--- config.mk ---
export PLATFORM = sky130hd
export DESIGN_NAME = sonar_varredura_n
export DESIGN_NICKNAME = d
export VERILOG_FILES = /design/src/rtl/sonar_varredura_n.sv
export SDC_FILE = /design/constraint.sdc
export NUM_CORES = 1
export LEC_CHECK = 0
export CAP_MARGIN = 10
export CELL_PAD_IN_SITES_DETAIL_PLACEMENT = 0
export CELL_PAD_IN_SITES_GLOBAL_PLACEMENT = 1
export CORE_MARGIN = 10
export CORE_UTILIZATION = 34
export DETAILED_ROUTE_END_ITERATION = 12
export PLACE_DENSITY = 0.81
export SETUP_SLACK_MARGIN = 0.02
export SLEW_MARGIN = 10
export SYNTH_ARGS = -nofsm -noshare
export SYNTH_HDL_FRONTEND = slang
export SYNTH_SLANG_ARGS = --single-unit
--- constraint.sdc ---
create_clock -name clock -period 2.25 [get_ports clock]
set_clock_uncertainty 0.2 [all_clocks]
set_input_delay 0.45 -clock clock [delete_from_list [all_inputs] [get_ports clock]]
set_output_delay 0.45 -clock clock [all_outputs]
set_load 0.1 [all_outputs]
--- src/rtl/sonar_varredura_n.sv ---
// Sonar scan sequencer: steps the servo, waits for settling, triggers one measurement per position
// and streams "<angle>,<distance>#" to the UART. Optional measurement timeout via SONAR_TIMEOUT_EN.
module sonar_varredura_n #(
    parameter int unsigned N_POS     = 8,
    parameter int unsigned POS_W     = 3,
    parameter int unsigned DIGITOS   = 3,
    parameter int unsigned T_ESPERA  = 100_000_000,
    parameter int unsigned T_TIMEOUT = 2_000_000
) (
    input  logic                   clock,
    input  logic                   reset,
    input  logic                   ligar,
    input  logic                   modo,
    input  logic [8*DIGITOS-1:0]   angulo,
    input  logic [4*DIGITOS-1:0]   medida,
    input  logic                   pronto_medida,
    input  logic                   pronto_serial,
    output logic                   medir,
    output logic [POS_W-1:0]       posicao,
    output logic                   partida_serial,
    output logic [6:0]             dados_ascii,
    output logic [4*DIGITOS-1:0]   distancia,
    output logic                   fim_posicao,
    output logic                   fim_varredura,
    output logic [3:0]             db_estado
);

    localparam int unsigned N_CHARS = 2*DIGITOS + 2;
    localparam int unsigned IDX_W   = $clog2(N_CHARS);
    localparam int unsigned DIST_W  = 4*DIGITOS;
    localparam int unsigned T_MAX   = (T_ESPERA > T_TIMEOUT) ? T_ESPERA : T_TIMEOUT;
    localparam int unsigned TMR_W   = $clog2(T_MAX + 1);
    localparam logic [POS_W-1:0] POS_LAST = POS_W'(N_POS - 1);

    typedef enum logic [3:0] {
        INICIAL        = 4'd0,
        ESPERA         = 4'd1,
        MEDE           = 4'd2,
        AGUARDA_MEDIDA = 4'd3,
        TRANSMITE      = 4'd4,
        AGUARDA_TX     = 4'd5,
        PROXIMA_POS    = 4'd6
    } estado_t;

    estado_t              state_q, state_d;
    logic [TMR_W-1:0]     tmr_q, tmr_d;
    logic [IDX_W-1:0]     idx_q, idx_d;
    logic [POS_W-1:0]     pos_q, pos_d;
    logic                 dir_q, dir_d;
    logic [DIST_W-1:0]    dist_q, dist_d;
    logic                 bang_q, bang_d;
    logic [6:0]           ascii_q, ascii_d;
    logic                 medir_q, medir_d;
    logic                 partida_q, partida_d;
    logic                 fim_pos_q, fim_pos_d;
    logic                 fim_var_q, fim_var_d;
    logic [6:0]           char_c;
    logic [POS_W-1:0]     nxt_c;
    logic                 unused_angulo_c;

    // Bit 7 of every angle byte is don't-care.
    always_comb begin
        unused_angulo_c = 1'b0;
        for (int unsigned i = 0; i < DIGITOS; i++) begin
            unused_angulo_c = unused_angulo_c ^ angulo[8*i+7];
        end
    end

    // Next-state, datapath and registered-output computation.
    always_comb begin
        state_d   = state_q;
        tmr_d     = tmr_q;
        idx_d     = idx_q;
        pos_d     = pos_q;
        dir_d     = dir_q;
        dist_d    = dist_q;
        bang_d    = bang_q;
        ascii_d   = ascii_q;
        fim_var_d = 1'b0;
        nxt_c     = '0;
        char_c    = 7'h00;

        case (state_q)
            INICIAL: begin
                if (ligar) begin
                    state_d = ESPERA;
                    tmr_d   = '0;
                end
            end
            ESPERA: begin
                if (tmr_q == TMR_W'(T_ESPERA - 1)) begin
                    state_d = MEDE;
                end else begin
                    tmr_d = tmr_q + TMR_W'(1);
                end
            end
            MEDE: begin
                state_d = AGUARDA_MEDIDA;
                idx_d   = '0;
                tmr_d   = '0;
            end
            AGUARDA_MEDIDA: begin
                if (pronto_medida) begin
                    dist_d  = medida;
                    bang_d  = 1'b0;
                    state_d = TRANSMITE;
                end
`ifdef SONAR_TIMEOUT_EN
                else if (tmr_q == TMR_W'(T_TIMEOUT - 1)) begin
                    dist_d  = {DIGITOS{4'h9}};
                    bang_d  = 1'b1;
                    state_d = TRANSMITE;
                end else begin
                    tmr_d = tmr_q + TMR_W'(1);
                end
`endif
            end
            TRANSMITE: begin
                state_d = AGUARDA_TX;
            end
            AGUARDA_TX: begin
                if (pronto_serial) begin
                    if (idx_q == IDX_W'(N_CHARS - 1)) begin
                        state_d = PROXIMA_POS;
                    end else begin
                        idx_d   = idx_q + IDX_W'(1);
                        state_d = TRANSMITE;
                    end
                end
            end
            PROXIMA_POS: begin
                state_d = ligar ? ESPERA : INICIAL;
                tmr_d   = '0;
                if (N_POS == 1) begin
                    pos_d     = '0;
                    fim_var_d = 1'b1;
                end else if (modo) begin
                    if (pos_q == POS_LAST) begin
                        pos_d     = '0;
                        fim_var_d = 1'b1;
                    end else begin
                        pos_d = pos_q + POS_W'(1);
                    end
                end else begin
                    // Ping-pong: bounce off either end, flag arrival at an end.
                    if (!dir_q) begin
                        nxt_c = (pos_q == POS_LAST) ? pos_q - POS_W'(1) : pos_q + POS_W'(1);
                    end else begin
                        nxt_c = (pos_q == '0) ? pos_q + POS_W'(1) : pos_q - POS_W'(1);
                    end
                    pos_d = nxt_c;
                    if (nxt_c == POS_LAST) begin
                        dir_d     = 1'b1;
                        fim_var_d = 1'b1;
                    end else if (nxt_c == '0) begin
                        dir_d     = 1'b0;
                        fim_var_d = 1'b1;
                    end
                end
            end
            default: begin
                state_d = INICIAL;
            end
        endcase

        // Frame character for the index about to be transmitted.
        for (int unsigned i = 0; i < DIGITOS; i++) begin
            if (idx_d == IDX_W'(i)) begin
                char_c = angulo[8*(DIGITOS-i)-2 -: 7];
            end
            if (idx_d == IDX_W'(DIGITOS + 1 + i)) begin
                char_c = {3'b011, dist_d[4*(DIGITOS-i)-1 -: 4]};
            end
        end
        if (idx_d == IDX_W'(DIGITOS)) begin
            char_c = 7'h2C;
        end
        if (idx_d == IDX_W'(N_CHARS - 1)) begin
            char_c = bang_q ? 7'h21 : 7'h23;
        end

        if (state_d == TRANSMITE) begin
            ascii_d = char_c;
        end

        medir_d   = (state_d == MEDE);
        partida_d = (state_d == TRANSMITE);
        fim_pos_d = (state_d == PROXIMA_POS);
    end

    always_ff @(posedge clock) begin
        if (!reset) begin
            state_q   <= INICIAL;
            tmr_q     <= '0;
            idx_q     <= '0;
            pos_q     <= '0;
            dir_q     <= 1'b0;
            dist_q    <= '0;
            bang_q    <= 1'b0;
            ascii_q   <= '0;
            medir_q   <= 1'b0;
            partida_q <= 1'b0;
            fim_pos_q <= 1'b0;
            fim_var_q <= 1'b0;
        end else begin
            state_q   <= state_d;
            tmr_q     <= tmr_d;
            idx_q     <= idx_d;
            pos_q     <= pos_d;
            dir_q     <= dir_d;
            dist_q    <= dist_d;
            bang_q    <= bang_d;
            ascii_q   <= ascii_d;
            medir_q   <= medir_d;
            partida_q <= partida_d;
            fim_pos_q <= fim_pos_d;
            fim_var_q <= fim_var_d;
        end
    end

    assign medir          = medir_q;
    assign posicao        = pos_q;
    assign partida_serial = partida_q;
    assign dados_ascii    = ascii_q;
    assign distancia      = dist_q;
    assign fim_posicao    = fim_pos_q;
    assign fim_varredura  = fim_var_q;
    assign db_estado      = state_q;

endmodule
==> results of run 1 <==
state kept, by name, indices dropped and copies added (netlist names):
name and flops:
tmr_q 27, distancia 12, dados_ascii 7, db_estado 4
idx_q 3, posicao 3, dir_q 1, fim_posicao 1
fim_varredura 1, medir 1, partida_serial 1
power groups by stage:
stage	logic [W]	registers [W]	clock network (W)
floorplan	0.0000600	0.00112	0
global placement	0.000191	0.00110	0
detailed placement	0.000191	0.00110	0
CTS	0.000204	0.00108	0.00121
global route	0.000226	0.00108	0.00125
finish	0.000211	0.00108	0.00118
worst min path at each step:
stage	start	to	slack, ns	cells past startpoint
floorplan	tmr_q[19]	tmr_q[19]	0.26	2
global placement	dados_ascii[4]	dados_ascii[4]	0.25	1
detailed placement	dados_ascii[4]	dados_ascii[4]	0.27	1
CTS	dados_ascii[4]	dados_ascii[4]	0.29	1
global route	dados_ascii[2]	dados_ascii[2]	0.31	1
finish	tmr_q[23]	tmr_q[23]	0.29	2
cell usage after synthesis, types with 7 or more instances:
cell,instances
mux2i_1,15
xnor2_1,17
inv_1,12
o21ai_0,15
buf_2,11
nand2_1,30
nor3_1,13
a21oi_1,18
o211ai_1,7
or3_1,12
nand3_1,14
nor2_1,55
nand4_1,14
dfxtp_1,61
per-layer routing:
metal | part of all wire, % | routed length (um) | GRT usage, %
met5 | 0 | 0 | 0
met1 | 43 | 4540 | 16.8
met4 | 0.70 | 73 | 3.01
met3 | 3.6 | 379 | 3.21
met2 | 52 | 5500 | 26.4
layout make-up:
class | count | area (um2) | share of cell area [%]
clock buffers | 15 | 219 | 4.18
clock inverters | 1 | 30.0 | 0.573
inverters | 13 | 48.8 | 0.931
multi-input cells | 297 | 2210 | 42.1
flip-flops and latches | 61 | 1260 | 24.1
well taps | 129 | 161 | 3.08
repair buffers | 152 | 1320 | 25.1
through the flow:
| step | worst slack (ns) | TNS, ns | power (W) | cells |
|---|---|---|---|---|
| floorplan | -0.0967 | -0.520 | 0.00118 | 389 |
| detailed placement | -0.522 | -7.76 | 0.00130 | 635 |
| finish | -0.0717 | -0.195 | 0.00247 | 668 |
| global route | -0.133 | -1.25 | 0.00256 | 668 |
| global placement | -0.478 | -6.70 | 0.00130 | 635 |
| CTS | -0.0834 | -0.197 | 0.00249 | 660 |
repair_timing:
action	in CTS	in global routing
cloned	0	1
gates resized for setup	33	42
pin swaps	7	21
setup buffers	9	8
endpoints found under the setup margin	13	27
kinds of logic (layout without fill, tap and decap cells):
kind of cell,count (synthesis),in the layout,synth area share [%]
XOR/XNOR,17,17,4.58
AO/OA/AOI/OAI,83,83,18.4
other,1,1,0.115
adder cells (fa/ha/maj),6,6,2.31
multiplexers,17,17,5.32
flip-flops,61,61,37.6
AND/OR/NAND/NOR,173,173,27.5
buffers and inverters,31,181,4.12
worst reg2reg max path: cells and delay by family, from the launching register on:
kind / cells / cell delay [ns]
and+or+nand+nor: 3 / 1.13
AOI/OAI and AO/OA: 3 / 0.41
DFF: 1 / 0.35
buffers and inverters: 1 / 0.17
==> metrics.md, run 1 <==
| Metric | Value |
|---|---|
| Status | finished with violations |
| Failing checks | negative setup slack |
| Top Ports | 72 |
| Leak | 2.06 nW |
| Most frequent cells in the layout | buf_4, nor2_1, dfxtp_1, clkdlybuf4s50_1, nand2_1 |
| RSZ-0062 raised after global routing | true |
| GRT Residual Overflow | 0 |
| Fmax | 431 MHz |
| Final setup fails | 5 |
| CP arrival | 2.39 ns |
| Max-cap violations | 0 |
| Setup crit start kind | flip-flop |
| Post-synthesis sequential area ratio | 37.6% |
| Sw frac | 22.0% |
| Post-Syn Instances | 389 |
| Largest net degree at the start of global routing | 22 |
| Worst-Skew Late Latency | 0.34 ns |
| Setup ws final | -0.0717 ns |
| Horiz. Die Dim | 118 um |
| CP Depth | 7 |
| Avg Inst Size Synth | 8.35 um2 |
| N_diodes | 0 |
| Die height | 118 um |
| # port buffers | 68 |
| Post-route ant nets | 0 |
| Yosys warns | 0 |
| Core Area | 0.00928 mm2 |
| Vias in the first global route | 3,484 |
| Die area | 0.0139 mm2 |
| Cell breakdown of the critical path | or4b_4 -> buf_4 -> nand2_2 -> o21ai_2 -> or4_4 -> a211o_1 -> o211ai_2 |
| CP Capture Type | flip-flop |
| Row count | 35 |
| CP top delay family | simple AND/OR/NAND/NOR gates |
| GR Util All Layers | 14.5% |
| Worst Path Class, Setup | flip-flop to flip-flop |
| Ranking of synthesized cells by area | dfxtp_1, nor2_1, mux2i_1 |
| Reg2Reg Setup Slack | -0.07 ns |
| CTS root buffer | clkbuf_8 |
| Htree depth | 3 |
| Final Instance Area | 0.00524 mm2 |
| Largest area contributor in the netlist | dfxtp_1 |
| P_sw | 0.000544 W |
| Hold Vio Cnt, Final | 0 |
| Vias per cell | 5.18 |
| Asr flop ratio synth | 0% |
| Final Core Density | 56.5% |
| Number of synthesized flops with an enable pin | 0 |
| Drt total wl | 10,500 um |
| DP HPWL | 7370 um |
| Clock share of power | 47.9% |
| Synth unique cells | 65 |
| Combinational share of power | 8.5% |
| Hold_buf cts | 0 |
| Seq pwr share | 43.6% |
| Setup crit end | dados_ascii[3] |
| Commonest non-fill, non-tap cell in the layout | buf_4 |
| Final period utilization | 103% |
| Internal cell power | 0.00193 W |
| TritonRoute pass-1 iters | 5 |
| Initial antenna violation count | 0 |
| Post-synth top area share | 37.6% |
| Global-route wire length before repair | 17,000 um |
| Clock sink count | 61 |
| Worst path max stage delay | 0.58 ns |
| WP buf/inv | 1 |
| FF-to-FF End | dados_ascii[3] |
| Fillers | 851 |
| Gpl congestion | 0.821 |
| Post-Synthesis Net Count | 437 |
| Vias post-DR | 3,460 |
| Most used flip-flop cell after synthesis | dfxtp_1 |
| Max FO, Critical Path | 5 |
| Cts bufs inserted | 9 |
| CP max stage cell | or4b_4 |
| Iter 0 DRT Violations | 130 |
| Share of cells above drive strength 1 | 38.2% |
| Hold Crit Class | flip-flop to flip-flop |
| Register bit total from synthesis | 61 |
| Synthesis-to-finish area growth | 61.4% |
| Placed Area | 0.00455 mm2 |
| CTS tree | built |
| Reg2reg start | db_estado[2] |
| Nets | 582 |
| Worst VDD drop | 0.356 mV |
| Final hold slack | 0.295 ns |
| Min Clock Period, post-route | 2.32 ns |
| CTS Buffer Depth | 2 |
| Syn Std Cell Area | 0.00325 mm2 |
| CP required | 2.32 ns |
| R2R depth | 7 |
| Initial core utilization | 35.0% |
| Final Max Slew Viols | 0 |
| Clk slew on worst S/H paths | 0.07 ns |
| Pwr per Cell Area | 471 mW/mm2 |
| Worst setup path start | db_estado[2] |
| Post-route DRC violation count | 0 |
| WL/cell | 15.7 um |
Power figures use the tool's default switching activity.
==> run 2: changes to the inputs <==
- CORE_UTILIZATION: 34 -> 35
- DONT_BUFFER_PORTS: not set -> 1
- PLACE_DENSITY: 0.81 -> 0.69
==> run 2 against run 1 <==
  * Combinational power down 43%
  * Via count is 8.1% lower
  * Wire length shrank 8.1%
  * Register-to-register slack improved by 0.03 ns
  * Total power is 6.7% lower
  * Critical path depth did not move
  * Clock power is 6% lower
  * The run still ends with negative setup slack left
  * Worst hold slack worse by 0.25 ns
  * Sequential cell count unchanged
  * Die area shrank 2.4%
  * Sequential share of layout area rose by 2.9 points
  * Final cell count fell by 11%
==> metrics.md, run 2 (synthesis results as in run 1) <==
| Metric | Value |
|---|---|
| Commonest non-fill, non-tap cell in the layout | buf_4 |
| Setup TNS after final layout | -0.0713 ns (+0.124 ns) |
| CP arrival | 2.38 ns (about the same) |
| Hold_buf cts | 0 (unchanged) |
| Htree depth | 3 (unchanged) |
| DR top layer | met4 |
| Min Clock Period, post-route | 2.29 ns (-0.0279 ns) |
| Iter 0 DRT Violations | 154 (+18%) |
| Final setup fails | 3 (-2) |
| Synthesis-to-finish area growth | 44.7% |
| Max reg flops | 27 (unchanged) |
| GRT Residual Overflow | 0 (unchanged) |
| Max-cap violations | 0 (unchanged) |
| Final Max Slew Viols | 0 (unchanged) |
| DP HPWL | 6900 um (-6.4%) |
| Final hold slack | 0.0445 ns (-0.250 ns) |
| Clock sink count | 61 (unchanged) |
| Nets | 529 (-9.1%) |
| Vias per cell | 5.33 (+2.8%) |
| Final Core Density | 51.4% (-5.1 points) |
| Reg2reg start | db_estado[2] |
| Top Ports | 72 (unchanged) |
| Core Area | 0.00915 mm2 (-1.4%) |
| Gpl congestion | 0.830 (+1.0%) |
| Met2 wire len | 4870 um (-11%) |
| Row count | 35 (unchanged) |
| CTS tree | built |
| Hold Path End | dados_ascii[1] |
| Leak | 1.80 nW (-12%) |
| CP Capture Type | flip-flop |
| Hold Vio Cnt, Final | 0 (unchanged) |
| Initial antenna violation count | 0 (unchanged) |
| Worst Min Path Start | reset |
| Setup crit start kind | flip-flop |
| Max FO, Critical Path | 6 (+1) |
| Setup ws final | -0.0437 ns (+0.0279 ns) |
| Fmax | 436 MHz (+1.2%) |
| GR Util All Layers | 13.5% (-0.99 points) |
| Largest net degree at the start of global routing | 16 (-27%) |
| FF-to-FF End | dados_ascii[3] |
| Vias post-DR | 3,180 (-8.1%) |
| Failing checks | negative setup slack |
| Status | finished with violations |
| N_diodes | 0 (unchanged) |
| Cts bufs inserted | 9 (unchanged) |
| Hold Path Depth | 2 (unchanged) |
| Post-route DRC violation count | 0 (unchanged) |
| Die height | 116 um (-1.2%) |
| Most frequent cells in the layout | buf_4, nor2_1, dfxtp_1, nand2_1, xnor2_1 |
| WL/cell | 16.2 um (+2.8%) |
| Worst-Skew Late Latency | 0.35 ns (about the same) |
| Drt total wl | 9650 um (-8.1%) |
| Met1 WL | 4060 um (-11%) |
| CTS Buffer Depth | 2 (unchanged) |
| Worst Path Class, Setup | flip-flop to flip-flop |
| Initial core utilization | 35.5% (+0.50 points) |
| # port buffers | 0 (-100%) |
| Clk slew on worst S/H paths | 0.08 ns (about the same) |
| Post-route ant nets | 0 (unchanged) |
| Hold Crit Class | input port to flip-flop |
| DR WL met3 | 585 um (+54%) |
| Die area | 0.0135 mm2 (-2.4%) |
| Worst VDD drop | 0.384 mV (+7.9%) |
| Reg2Reg Setup Slack | -0.04 ns (+0.03 ns) |
| Largest Register | tmr_q |
| Share of cells above drive strength 1 | 40.3% (+2.1 points) |
| CTS root buffer | clkbuf_8 |
| R2R depth | 7 (unchanged) |
| Horiz. Die Dim | 116 um (-1.2%) |
| Vias in the first global route | 3,064 (-12%) |
| Final period utilization | 102% (-1.2 points) |
| Global-route wire length before repair | 14,700 um (-13%) |
| Pwr per Cell Area | 490 mW/mm2 (+4.0%) |
| CP required | 2.33 ns (about the same) |
| TritonRoute pass-1 iters | 4 (-1) |
| RSZ-0062 raised after global routing | true |
run 2: worst max-delay path: stages, from the launching register on:
cell      delay (ns)
dfxtp_4         0.35
or4b_4          0.59
buf_6           0.15
o211ai_4        0.08
nand2_4         0.09
or4_4           0.43
a211o_1         0.28
o211ai_2        0.06
run 2: cell type report:
type / instances / area [um2]
inverters: 13 / 48.8
flip-flops and latches: 61 / 1270
clock inverters: 7 / 97.6
fillers: 885 / 4450
repair buffers: 99 / 788
multi-input cells: 297 / 2240
well taps: 111 / 139
clock buffers: 9 / 124
run 2: power breakdown:
group	switching [W]	total, W	internal, W
registers	0.00000542	0.00108	0.00107
clock network	0.000479	0.00111	0.000627
logic	0.0000750	0.000121	0.0000458
total	0.000560	0.00231	0.00175
run 2: per-stage QoR:
stage                     std cells  cell area, um2  total power [W]  setup WS (ns)
after floorplan                 389            3370          0.00118        -0.0967
after global placement          572            4060          0.00121         -0.206
after detailed placement        572            4060          0.00121         -0.208
after CTS                       591            4400          0.00233        -0.0392
after global routing            597            4700          0.00240        -0.0901
final                           597            4700          0.00231        -0.0437
run 2: routing by layer:
layer,vias up,GRT usage [%]
met5,-,0
met3,13,3.85
li1,1609,-
met4,0,4.75
met2,62,23.5
met1,1496,15.4
run 2: timing repair:
action | CTS | global route
pin swaps | 14 | 34
endpoints found under the setup margin | 18 | 32
endpoints found under the hold margin | 0 | 0
setup buffers | 4 | 5
resized for setup | 21 | 63
cloned | 1 | 1
run 2: worst max-delay path by stage:
stage	start	to	slack, ns	depth (start not counted)
finish	db_estado[2]	dados_ascii[3]	-0.04	7
global route	idx_q[0]	dados_ascii[3]	-0.09	9
CTS	db_estado[0]	dados_ascii[3]	-0.04	7
detailed placement	db_estado[2]	dados_ascii[0]	-0.21	7
global placement	db_estado[2]	dados_ascii[0]	-0.21	8
floorplan	db_estado[1]	dados_ascii[4]	-0.1	6
